--- src/rtl/data_rate_pkg.sv ---
// Shared types, widths and the rate-mismatch compare for the data-rate window controller.
package data_rate_pkg;

    localparam int CNT_W_DEF  = 32;
    localparam int STAT_W_DEF = 16;
    localparam int CMP_MAX_W  = 64;

    typedef enum logic {
        IDLE    = 1'b0,
        MEASURE = 1'b1
    } state_t;

    // True when |diff| > thr; diff is sign-extended and thr zero-extended to CMP_MAX_W bits.
    function automatic logic exceeds_threshold(
        input logic [CMP_MAX_W:0]   diff,
        input logic [CMP_MAX_W-1:0] thr
    );
        logic [CMP_MAX_W:0] mag;
        mag = diff[CMP_MAX_W] ? ((~diff) + (CMP_MAX_W+1)'(1)) : diff;
        return mag > {1'b0, thr};
    endfunction

endpackage

--- src/rtl/data_rate_window_ctrl_timer.sv ---
// Loadable down-counter that stops at zero and flags the terminal count.
module rate_window_timer (
    input  logic        plf_clk,
    input  logic        rst,
    input  logic        load,
    input  logic [31:0] load_val,
    input  logic        dec,
    output logic        tc
);

    logic [31:0] count;

    // NOTE: sequential state uses non-blocking assignments so every register samples pre-edge values.
    always_ff @(posedge plf_clk or posedge rst) begin
        if (rst) begin
            count <= '0;
        end else if (load) begin
            count <= load_val;
        end else if (dec && count != '0) begin
            count <= count - 32'd1;
        end
    end

    assign tc = (count == '0);

endmodule

--- src/rtl/data_rate_window_ctrl.sv ---
// Measurement-window scheduler: snapshots two free-running dword counters per window
// and reports their deltas, signed difference, threshold mismatch and statistics.
module data_rate_window_ctrl
    import data_rate_pkg::*;
#(
    parameter int CNT_W  = CNT_W_DEF,
    parameter int STAT_W = STAT_W_DEF
) (
    input  logic              plf_clk,
    input  logic              rst,
    input  logic              cfg_enable,
    input  logic              cfg_oneshot,
    input  logic              cfg_start,
    input  logic              cfg_clr_stats,
    input  logic [31:0]       cfg_window_cycles,
    input  logic [CNT_W-1:0]  cfg_threshold,
    input  logic [CNT_W-1:0]  dwords_fifo_wdata,
    input  logic [CNT_W-1:0]  dwords_mac_rdata,
    output logic              busy,
    output logic [CNT_W-1:0]  rate_fifo,
    output logic [CNT_W-1:0]  rate_mac,
    output logic [CNT_W:0]    rate_diff,
    output logic              rate_valid,
    output logic              mismatch,
    output logic [STAT_W-1:0] mismatch_cnt,
    output logic [31:0]       window_cnt
);

    state_t           state, state_nxt;
    logic [CNT_W-1:0] base_fifo, base_mac, shadow_thr;
    logic             cmp_armed;
    logic             capture, win_end, tmr_dec, tmr_tc;
    logic [CNT_W:0]   diff_nxt;
    logic             mm_nxt;

    rate_window_timer u_timer (
        .plf_clk  (plf_clk),
        .rst      (rst),
        .load     (capture),
        .load_val (cfg_window_cycles - 32'd1),
        .dec      (tmr_dec),
        .tc       (tmr_tc)
    );

    // NOTE: every signal driven here gets a default first, so no path can infer a latch.
    always_comb begin
        state_nxt = state;
        capture   = 1'b0;
        win_end   = 1'b0;
        tmr_dec   = 1'b0;
        case (state)
            IDLE: begin
                if (cfg_start && cfg_enable && cfg_window_cycles != '0) begin
                    state_nxt = MEASURE;
                    capture   = 1'b1;
                end
            end
            MEASURE: begin
                if (!cfg_enable) begin
                    state_nxt = IDLE;
                end else if (!tmr_tc) begin
                    tmr_dec = 1'b1;
                end else begin
                    win_end = 1'b1;
                    // Continuous mode re-bases on the end edge itself, so no dword falls between windows.
                    if (!cfg_oneshot && cfg_window_cycles != '0) begin
                        capture = 1'b1;
                    end else begin
                        state_nxt = IDLE;
                    end
                end
            end
            default: state_nxt = IDLE;
        endcase
    end

    assign busy     = (state == MEASURE);
    assign diff_nxt = {1'b0, rate_fifo} - {1'b0, rate_mac};
    assign mm_nxt   = exceeds_threshold(
                          {{(CMP_MAX_W - CNT_W){diff_nxt[CNT_W]}}, diff_nxt},
                          {{(CMP_MAX_W - CNT_W){1'b0}}, shadow_thr});

    always_ff @(posedge plf_clk or posedge rst) begin
        if (rst) begin
            state      <= IDLE;
            base_fifo  <= '0;
            base_mac   <= '0;
            shadow_thr <= '0;
            rate_fifo  <= '0;
            rate_mac   <= '0;
            cmp_armed  <= 1'b0;
            rate_diff  <= '0;
            mismatch   <= 1'b0;
            rate_valid <= 1'b0;
        end else begin
            state <= state_nxt;
            if (capture) begin
                base_fifo  <= dwords_fifo_wdata;
                base_mac   <= dwords_mac_rdata;
                shadow_thr <= cfg_threshold;
            end
            if (win_end) begin
                rate_fifo <= dwords_fifo_wdata - base_fifo;
                rate_mac  <= dwords_mac_rdata - base_mac;
            end
            // The compare stage runs regardless of cfg_enable: its rates are already final.
            cmp_armed  <= win_end;
            rate_valid <= cmp_armed;
            if (cmp_armed) begin
                rate_diff <= diff_nxt;
                mismatch  <= mm_nxt;
            end
        end
    end

    always_ff @(posedge plf_clk or posedge rst) begin
        if (rst) begin
            mismatch_cnt <= '0;
            window_cnt   <= '0;
        end else if (cfg_clr_stats) begin
            mismatch_cnt <= '0;
            window_cnt   <= '0;
        end else if (cmp_armed) begin
            window_cnt <= window_cnt + 32'd1;
            if (mm_nxt && mismatch_cnt != '1) begin
                mismatch_cnt <= mismatch_cnt + STAT_W'(1);
            end
        end
    end

endmodule

--- config.mk ---
export PLATFORM = sky130hd
export DESIGN_NAME = data_rate_window_ctrl
export DESIGN_NICKNAME = d
export VERILOG_FILES = /design/src/rtl/data_rate_pkg.sv /design/src/rtl/data_rate_window_ctrl_timer.sv /design/src/rtl/data_rate_window_ctrl.sv
export SDC_FILE = /design/constraint.sdc
export NUM_CORES = 1
export LEC_CHECK = 0
export CELL_PAD_IN_SITES_DETAIL_PLACEMENT = 1
export CELL_PAD_IN_SITES_GLOBAL_PLACEMENT = 2
export CORE_MARGIN = 2
export CORE_UTILIZATION = 36
export DETAILED_ROUTE_END_ITERATION = 6
export PLACE_DENSITY_LB_ADDON = 0.1
export SLEW_MARGIN = 30
export SYNTH_ARGS = -nofsm -noshare
export SYNTH_HDL_FRONTEND = slang
export SYNTH_SLANG_ARGS = --single-unit
--- constraint.sdc ---
create_clock -name plf_clk -period 25.5 [get_ports plf_clk]
set_input_delay 2.55 -clock plf_clk [delete_from_list [all_inputs] [get_ports plf_clk]]
set_output_delay 2.55 -clock plf_clk [all_outputs]
set_load 0.05 [all_outputs]
==> impl_metrics.tcl, run 1 <==
set metrics [dict create \
    status "completed" \
    antenna_left 0 \
    pwr_density_cell_nw_per_um2 59.94 \
    avgSynthCellArea_um2 8.376 \
    grt_first_pass_wirelength_mm 98.13 \
    clkTransAtPathRegs_ns 0.06 \
    fmax_mhz 142.1 \
    ys.flop_type "dfrtp_1" \
    hold_slack_ns 0.4908 \
    clock-root-buffer "clkbuf_16" \
    clock-sinks 277 \
    hold_path_startpoint "base_mac[0]$_DFFE_PP0P_" \
    synth-edff-count 0 \
    rsz0062_at_grt "false" \
    cts_htree_levels 2 \
    syn-num-nets 2501 \
    hold_viol 0 \
    grt_pass1_vias 17680 \
    p_leak_nw 10.25 \
    rr_startpoint "rate_mac[10]$_DFFE_PP0P_" \
    power_mw 1.401 \
    path_class "flop to flop" \
    cp_slowest_cell "a2111oi_0" \
    clk_latency_ns 0.55 \
    ir_drop_uv 37.36 \
    dieHeight_um 232.0 \
    synth_cells 2234 \
    critPathRequiredTime_ns 25.93 \
    setup_viol 0 \
    dp_hpwl_mm 47.77 \
    period_share_pct 27.59 \
    num_rows 83 \
    grtUsageTotal_pct 23.04 \
    cpMostUsedCell "nand2_1" \
    cp-end-kind "flop" \
    start_kind "flop" \
    synthDistinctLibCells 79 \
    reg2reg_to "mismatch_cnt[7]$_DFFE_PP0P_" \
    cts_tree "built" \
    io_buffers 281 \
    tightestPinTransition_ns 0.9256 \
    yosysWarnings 0 \
    wirelength_mm 62.44 \
    start_util_pct 36.47 \
    gp_congestion 0.8903 \
    fin_crit_ns 7.037 \
    vias_per_cell 5.388 \
    die_w_um 232.0 \
    yosysSeqAreaShare_pct 37.04 \
    hold-path-endpoint "base_mac[0]$_DFFE_PP0P_" \
    max_cap_violations 0 \
    ys_seq_elements 277 \
    die-area_um2 53820 \
    wl_per_cell_um 19.58 \
    path_max_fanout 28 \
    area_growth_pct 24.92 \
    coreArea_um2 51300 \
    whs_path_depth 2 \
    post_cts_buffers 0 \
    grt_max_degree 112 \
    r2r_cells 24 \
    drt_pre_antenna_iters 5 \
    cts.repair.resized 0 \
    drive_gt1_share_pct 5.232 \
    first_iter_violations 830 \
    relSlewSlack_pct 37.92 \
    finClkSkew_ns 0.01862 \
    grt_overflow 0 \
    syn_area_um2 18710 \
    tns_ns 0 \
    postCtsHoldBufs 0 \
    async_reset_ff_share_pct 100.0 \
    design.portCount 282 \
    drc_errors 0 \
    final_cell_mix "clkdlybuf4s50_1 (281), dfrtp_1 (277), nand2_1 (276)" \
    cp.arrival_ns 7.47 \
    final_common_cell "clkdlybuf4s50_1" \
    antenna_found_initial 5 \
    vias 17180 \
    nets 2747 \
    r2r_setup_slack_ns 18.46 \
    cts-buffers-inserted 37 \
    hold_class "flop to flop" \
    cp_cell_sequence "inv_1, ha_1, and3_1, or3b_2, a211oi_1, nor3_1, xnor2_1, a2111oi_0, nand3_1, nor4b_1, nand2_1, o21ai_0, xnor2_1, ha_1, and4_1, nand2_1, or3_1, nor4_1, or3_1, nor2_1, nand2_1, o41a_4, nand4b_1, mux2_2" \
    clock_path_buffers 3 \
    slowest_delay_ns 0.73 \
    drv_slew 0 \
]
state kept, by name, indices dropped and copies added (netlist names), 16 cells and up:
register,count
base_mac,32
rate_fifo,32
rate_mac,32
rate_diff,33
mismatch_cnt,16
base_fifo,32
u_timer.count,32
shadow_thr,32
window_cnt,32
power by group:
part	total, mW	switching [mW]	internal, mW	leakage [nW]
sequential	0.514	0.0296	0.484	3.64
combinational	0.369	0.217	0.152	6.02
clock	0.518	0.204	0.314	0.588
total	1.40	0.451	0.950	10.2
critical path: cells and delay by family, from the launching register on:
family                   cells  cell delay (ns)
AO/OA/AOI/OAI                4             1.67
XOR/XNOR                     2             0.32
adder cells (fa/ha/maj)      2             0.83
buffers and inverters        1             0.09
flip-flops                   1             0.34
multiplexers                 1             0.33
AND/OR/NAND/NOR             14             3.34
how the worst max path moves through the flow:
| stage | from | to | slack, ns | cells past startpoint |
|---|---|---|---|---|
| detailed placement | cfg_window_cycles[15] | u_timer.count[18]$_DFFE_PP0P_ | 18.06 | 13 |
| global placement | cfg_window_cycles[15] | u_timer.count[18]$_DFFE_PP0P_ | 18.17 | 13 |
| CTS | rate_mac[10]$_DFFE_PP0P_ | mismatch_cnt[7]$_DFFE_PP0P_ | 18.55 | 24 |
| floorplan | rst | base_fifo[0]$_DFFE_PP0P_ | 15.31 | 1 |
| global route | rate_mac[10]$_DFFE_PP0P_ | mismatch_cnt[7]$_DFFE_PP0P_ | 18.08 | 24 |
| finish | rate_mac[10]$_DFFE_PP0P_ | mismatch_cnt[7]$_DFFE_PP0P_ | 18.46 | 24 |
area by class of cell:
class,count,area [um^2]
Antenna cell,5,12.51
Clock buffer,55,1126
Clock inverter,8,73.82
Fill cell,6111,27930
Inverter,168,638.1
Multi-Input combinational cell,1701,10810
Sequential cell,277,6932
Tap cell,680,850.8
Timing Repair Buffer,295,2933
synthesized netlist by cell type, types with 34 or more instances:
cell | count | area share, %
xnor2_1 | 65 | 3.0
ha_1 | 130 | 8.7
clkbuf_1 | 66 | 1.3
nand3_1 | 38 | 1.0
nor3_1 | 43 | 1.2
nand2_1 | 278 | 5.6
a21oi_1 | 146 | 3.9
nor2_1 | 176 | 3.5
a21o_1 | 47 | 1.9
inv_1 | 168 | 3.4
dfrtp_1 | 277 | 37
o21ai_0 | 266 | 7.1
mux2_2 | 36 | 2.2
or3_1 | 34 | 1.1
xor2_1 | 68 | 3.2
layer usage:
metal | GRT usage [%] | wire, um
met5 | 0 | 0
met4 | 7.652 | 1728
met3 | 2.640 | 2228
met2 | 37.67 | 28900
met1 | 31.63 | 29590
stage by stage:
step	cell area, um^2	util (%)	setup WS, ns	std cells
after floorplan	18710	-	15.31	2234
after global placement	22150	43.17	18.17	3121
after detailed placement	22150	43.17	18.06	3121
after CTS	23350	45.51	18.55	3184
after global routing	23370	45.56	18.08	3189
final	23370	45.56	18.46	3189
logic make-up after synthesis:
kind of cell | Yosys count | share of synthesized area [%]
adders and majority gates | 133 | 9.014
muxes | 53 | 3.076
AOI/OAI and AO/OA | 636 | 20.47
DFF | 277 | 37.04
buffers and inverters | 256 | 5.269
xor gates and xnor gates | 133 | 6.225
and+or+nand+nor | 746 | 18.90
Power figures use the tool's default switching activity.
==> run 2: changes to the inputs <==
Settings changed: CORE_UTILIZATION 36 to 33.
Clock period 25.5 ns to 6.5 ns, I/O delays scaled along.
==> run 2 against run 1 <==
Against the previous run: clock power grew to 4.2 times the previous value; critical path depth fell by 1; die area up 8.9%; combinational power increased to 4.0 times the previous value; clock-buffer cell count is 6 higher; critical endpoint is now mismatch_cnt[9]$_DFFE_PP0P_; global-route usage down 1.3 points; sequential share of layout area down 0.52 points; fmax grew 15%.
==> impl_metrics.tcl, run 2 (synthesis results as in run 1) <==
set metrics [dict create \
    fin_crit_ns 6.126 \
    grt_first_pass_wirelength_mm 102.0 \
    hold_viol 0 \
    post_cts_buffers 0 \
    post-place-ws_ns 0.1086 \
    nets 2775 \
    largest_register_ffs 33 \
    tightestPinTransition_ns 0.8410 \
    start_kind "flop" \
    finClkSkew_ns 0.01437 \
    area_growth_pct 27.18 \
    cp.arrival_ns 6.59 \
    relSlewSlack_pct 43.59 \
    ir_drop_uv 178.1 \
    gp_congestion 0.8579 \
    period_share_pct 94.24 \
    power_mw 5.621 \
    drv_slew 0 \
    cts-buffers-inserted 40 \
    register_area_um2 6933 \
    pwr_density_cell_nw_per_um2 236.2 \
    drc_errors 0 \
    die_w_um 242.1 \
    grt_max_degree 201 \
    p_sw_share_pct 32.19 \
    placed_area_um2 22460 \
    wl_per_cell_um 19.54 \
    clock-root-buffer "clkbuf_16" \
    clkTransAtPathRegs_ns 0.05 \
    num_rows 87 \
    r2r_setup_slack_ns 0.37 \
    n_fill_cell 6632 \
    final_cell_mix "clkdlybuf4s50_1 (280), nand2_1 (277), dfrtp_1 (276)" \
    path_class "flop to flop" \
    final_cell_area_um2 23800 \
    drive_gt1_share_pct 6.656 \
    setup_slack_ns 0.3741 \
    wirelength_mm 64.40 \
    first_iter_violations 784 \
    cp-end-kind "flop" \
    p_seq_share_pct 35.8 \
    max_cap_violations 0 \
    start_util_pct 33.25 \
    p_sw_mw 1.810 \
    dp_hpwl_mm 49.83 \
    tns_ns 0 \
    power_frac_comb_pct 26.0 \
    cts_htree_levels 2 \
    die-area_um2 58620 \
    final_common_cell "clkdlybuf4s50_1" \
    vias 17120 \
    cts.repair.resized 0 \
    fmax_mhz 163.2 \
    antenna_left 0 \
    grt_overflow 0 \
    grtUsageTotal_pct 21.76 \
    top_register "rate_diff" \
    vias_per_cell 5.195 \
    design.portCount 282 \
    pwr-share-clk_pct 38.3 \
    hold_class "input port to async pin" \
    grt_pass1_vias 17800 \
    io_buffers 281 \
    p_leak_nw 10.42 \
    clock_path_buffers 3 \
    internal_power_mw 3.811 \
    clock-sinks 277 \
    drt_pre_antenna_iters 5 \
    rsz0062_at_grt "false" \
    cts_tree "built" \
    postCtsHoldBufs 0 \
    coreArea_um2 56280 \
    setup_viol 0 \
    clk_latency_ns 0.56 \
    antenna_found_initial 0 \
    path_max_fanout 17 \
    multi_input_area_um2 10840 \
    dieHeight_um 242.1 \
    status "completed" \
    critPathRequiredTime_ns 6.97 \
]
[run 2: changes by cell type in the layout (fill, tap and decap cells not counted), sizes merged]
cell,change
buf,+26
clkbuf,+6
clkdlybuf4s50,-1
diode,-4
clkinv,+4
[run 2: worst max-delay path, stage by stage (launching register included)]
cell and delay [ns]:
dfrtp_1 0.39, inv_1 0.13, ha_1 0.26, buf_4 0.17, a21oi_1 0.18, o21ai_0 0.25
o21ai_0 0.47, a211oi_1 0.31, or4_1 0.68, nor2_1 0.18, nand4_1 0.11, buf_4 0.18
o31a_1 0.25, xor2_1 0.15, ha_1 0.30, and4_1 0.21, nand2_1 0.08, or3_1 0.40
o221ai_1 0.23, nand2_1 0.10, o41a_4 0.18, buf_4 0.21, or4b_1 0.47, a21oi_1 0.16
[run 2: path summary, 6_finish.rpt]
path | endpoint | from | depth (start not counted)
min | shadow_thr[16]$_DFFE_PP0P_ | rst | 2
min in group plf_clk | base_fifo[0]$_DFFE_PP0P_ | base_fifo[0]$_DFFE_PP0P_ | 2
max | mismatch_cnt[9]$_DFFE_PP0P_ | rate_mac[8]$_DFFE_PP0P_ | 23
max in group asynchronous | cmp_armed$_DFF_PP0_ | rst | 3
max reg2reg | mismatch_cnt[9]$_DFFE_PP0P_ | rate_mac[8]$_DFFE_PP0P_ | 23
min reg2reg | base_fifo[0]$_DFFE_PP0P_ | base_fifo[0]$_DFFE_PP0P_ | 2
[run 2: final cells by class]
| type | instances | area share (%) |
|---|---|---|
| tap | 756 | 3.975 |
| clock buffer | 61 | 5.048 |
| multi-input combinational | 1701 | 45.57 |
| timing repair buffer | 320 | 13.20 |
| clock inverter | 12 | 0.3996 |
| inverter | 168 | 2.666 |
| sequential | 277 | 29.13 |
| antenna | 1 | 0.01052 |
[run 2: metal layers]
metal | share of wire [%] | global-route usage [%] | wire length, um | vias up
met2 | 46 | 35.84 | 29740 | 269
met5 | 0 | 0 | 0 | -
met1 | 48 | 29.78 | 30800 | 8379
met3 | 3.4 | 2.991 | 2221 | 72
met4 | 2.5 | 6.245 | 1637 | 0
li1 | - | - | - | 8402
[run 2: per-stage QoR]
step / hold WS, ns / std cells / utilization (%)
floorplan: 0.4104 / 2234 / -
global placement: 0.4679 / 3222 / 39.91
detailed placement: 0.4801 / 3222 / 39.91
CTS: 0.4577 / 3295 / 42.21
global route: 0.5074 / 3295 / 42.28
finish: 0.4756 / 3296 / 42.28
[run 2: power groups by stage]
stage / Sequential [mW] / Clock [mW] / Combinational [mW]
after floorplan: 2.02 / 0 / 0.992
after global placement: 2.03 / 0 / 1.44
after detailed placement: 2.04 / 0 / 1.47
after CTS: 2.01 / 2.24 / 1.48
after global routing: 2.04 / 2.30 / 1.65
final: 2.01 / 2.15 / 1.46
==> run 3: changes to the inputs <==
Settings changed: CORE_UTILIZATION 33 to 34, CTS_BUF_LIST set to sky130_fd_sc_hd__clkbuf_8.
==> run 3 against run 2 <==
Against the previous run: sequential power is essentially flat; combinational power barely moved; die area decreased by 2.9%; fmax up 0.29%; sequential cell count unchanged; clock-buffer cell count grew 12; setup slack improved by 0.018 ns; core utilization is 1.5 points higher; via count increased by 0.82%; hold slack got worse by 0.0042 ns; global-route usage grew 0.56 points; power decreased by 1.4%.
==> impl_metrics.tcl, run 3 (synthesis results as in run 1) <==
set metrics [dict create \
    critPathRequiredTime_ns 7.10 \
    num_rows 85 \
    cp-end-kind "flop" \
    fin_crit_ns 6.108 \
    cts_htree_levels 2 \
    ir_drop_uv 159.6 \
    cp_slowest_cell "or4b_1" \
    cp_cell_sequence "inv_1, ha_1, fa_1, nand2b_1, a21bo_2, a211oi_1, o31a_1, a41oi_1, xnor2_1, a211o_1, or2_2, nor2_1, nor2_1, xor2_1, ha_1, and4_1, nand2_1, or3_1, o221ai_1, nand2_1, o41a_4, buf_4, or4b_1, a21oi_1" \
    die-area_um2 56930 \
    io_buffers 281 \
    nets 2793 \
    n_fill_cell 6404 \
    dp_hpwl_mm 49.16 \
    clock-sinks 277 \
    pwr_density_cell_nw_per_um2 234.0 \
    final_common_cell "clkdlybuf4s50_1" \
    p_leak_nw 10.47 \
    grt_max_degree 165 \
    slowest_delay_ns 0.48 \
    grt_first_pass_wirelength_mm 100.3 \
    fmax_mhz 163.7 \
    wirelength_mm 63.94 \
    placed_area_um2 22380 \
    design.portCount 282 \
    drive_gt1_share_pct 7.677 \
    final_cell_area_um2 23690 \
    largest_register_ffs 33 \
    vias 17260 \
    clock-root-buffer "clkbuf_8" \
    grtUsageTotal_pct 22.32 \
    cts-buffers-inserted 57 \
    dieHeight_um 238.6 \
    max_cap_violations 0 \
    gp_congestion 0.8688 \
    path_max_fanout 17 \
    final_cell_mix "clkdlybuf4s50_1 (281), nand2_1 (277), dfrtp_1 (277)" \
    start_kind "flop" \
    clkTransAtPathRegs_ns 0.06 \
    path_class "flop to flop" \
    drv_slew 0 \
    finClkSkew_ns 0.04351 \
    setup_viol 0 \
    multi_input_area_um2 10850 \
    die_w_um 238.6 \
    hold_viol 0 \
    period_share_pct 93.97 \
    clk_latency_ns 0.68 \
    drc_errors 0 \
    grt_overflow 0 \
    coreArea_um2 54130 \
    layoutNonFillerInstCount 3264 \
    drt_pre_antenna_iters 5 \
    status "completed" \
    vias_per_cell 5.289 \
    area_growth_pct 26.59 \
    tightestPinTransition_ns 0.8361 \
    cp.arrival_ns 6.70 \
    first_iter_violations 804 \
    clock_path_buffers 3 \
    wl_per_cell_um 19.59 \
    register_area_um2 6932 \
    antenna_found_initial 4 \
    dp_cells 3163 \
    cts_tree "built" \
    hold_class "input port to async pin" \
    relSlewSlack_pct 44.26 \
    start_util_pct 34.57 \
    top_register "rate_diff" \
    grt_pass1_vias 17720 \
    antenna_left 0 \
]
run 3: cell types whose count changed in the layout (fill, tap and decap cells not counted), sizes merged:
cell,before,now
clkdlybuf4s50,280,281
clkbuf,61,73
bufinv,1,5
diode,1,2
inv,169,178
clkinvlp,2,3
run 3: cell type report:
| cell class | instances | area share (%) |
|---|---|---|
| Timing Repair Buffer | 321 | 13.24 |
| Multi-Input combinational cell | 1701 | 45.80 |
| Clock inverter | 26 | 1.083 |
| Clock buffer | 73 | 4.241 |
| Tap cell | 696 | 3.676 |
| Inverter | 168 | 2.678 |
| Antenna cell | 2 | 0.02113 |
| Sequential cell | 277 | 29.26 |
run 3: path summary, 6_finish.rpt:
check	to	slack, ns	from	depth (start not counted)
hold reg to reg	base_fifo[0]$_DFFE_PP0P_	0.49	base_fifo[0]$_DFFE_PP0P_	2
hold / removal	shadow_thr[10]$_DFFE_PP0P_	0.47	rst	2
max in group asynchronous	base_fifo[27]$_DFFE_PP0P_	4.68	rst	3
setup reg to reg	mismatch_cnt[9]$_DFFE_PP0P_	0.39	rate_fifo[0]$_DFFE_PP0P_	24
setup / recovery	mismatch_cnt[9]$_DFFE_PP0P_	0.39	rate_fifo[0]$_DFFE_PP0P_	24
min in group plf_clk	base_fifo[0]$_DFFE_PP0P_	0.49	base_fifo[0]$_DFFE_PP0P_	2
run 3: timing repair:
action                                  CTS  global route
hold buffers                              0             0
resized for setup                         0             8
endpoints found under the setup margin    0            16
buffers inserted                          0             0
hold endpoints to repair                  0             0
run 3: power by group:
group,internal [mW],switching (mW)
combinational,0.599,0.866
sequential,1.90,0.109
clock,1.20,0.867
run 3: metal layers:
layer,share of wire (%),GRT usage [%]
met1,48,30.64
met2,46,36.09
met3,4.2,3.533
met4,2.6,6.780
met5,0,0
run 3: metrics by stage:
| step | setup slack, ns | hold slack, ns | util, % | TNS [ns] | power, mW |
|---|---|---|---|---|---|
| 2_1_floorplan | 0.2522 | 0.4104 | - | 0 | 3.012 |
| 3_3_place_gp | 0.2948 | 0.4677 | 41.32 | 0 | 3.461 |
| 3_5_place_dp | 0.01691 | 0.4797 | 41.33 | 0 | 3.514 |
| 4_1_cts | 0.004565 | 0.4484 | 43.66 | 0 | 5.636 |
| 5_1_grt | -0.01083 | 0.5199 | 43.76 | -0.01083 | 5.901 |
| 6_report | 0.3921 | 0.4714 | 43.76 | 0 | 5.543 |
run 3: worst max-delay path, delay by kind of cell, from the launching register on:
kind                     cells  cell delay (ns)
buffers and inverters        2             0.26
AO/OA/AOI/OAI                8             2.08
AND/OR/NAND/NOR              9             1.92
adder cells (fa/ha/maj)      3             0.95
XOR/XNOR                     2             0.44
flip-flops                   1             0.37
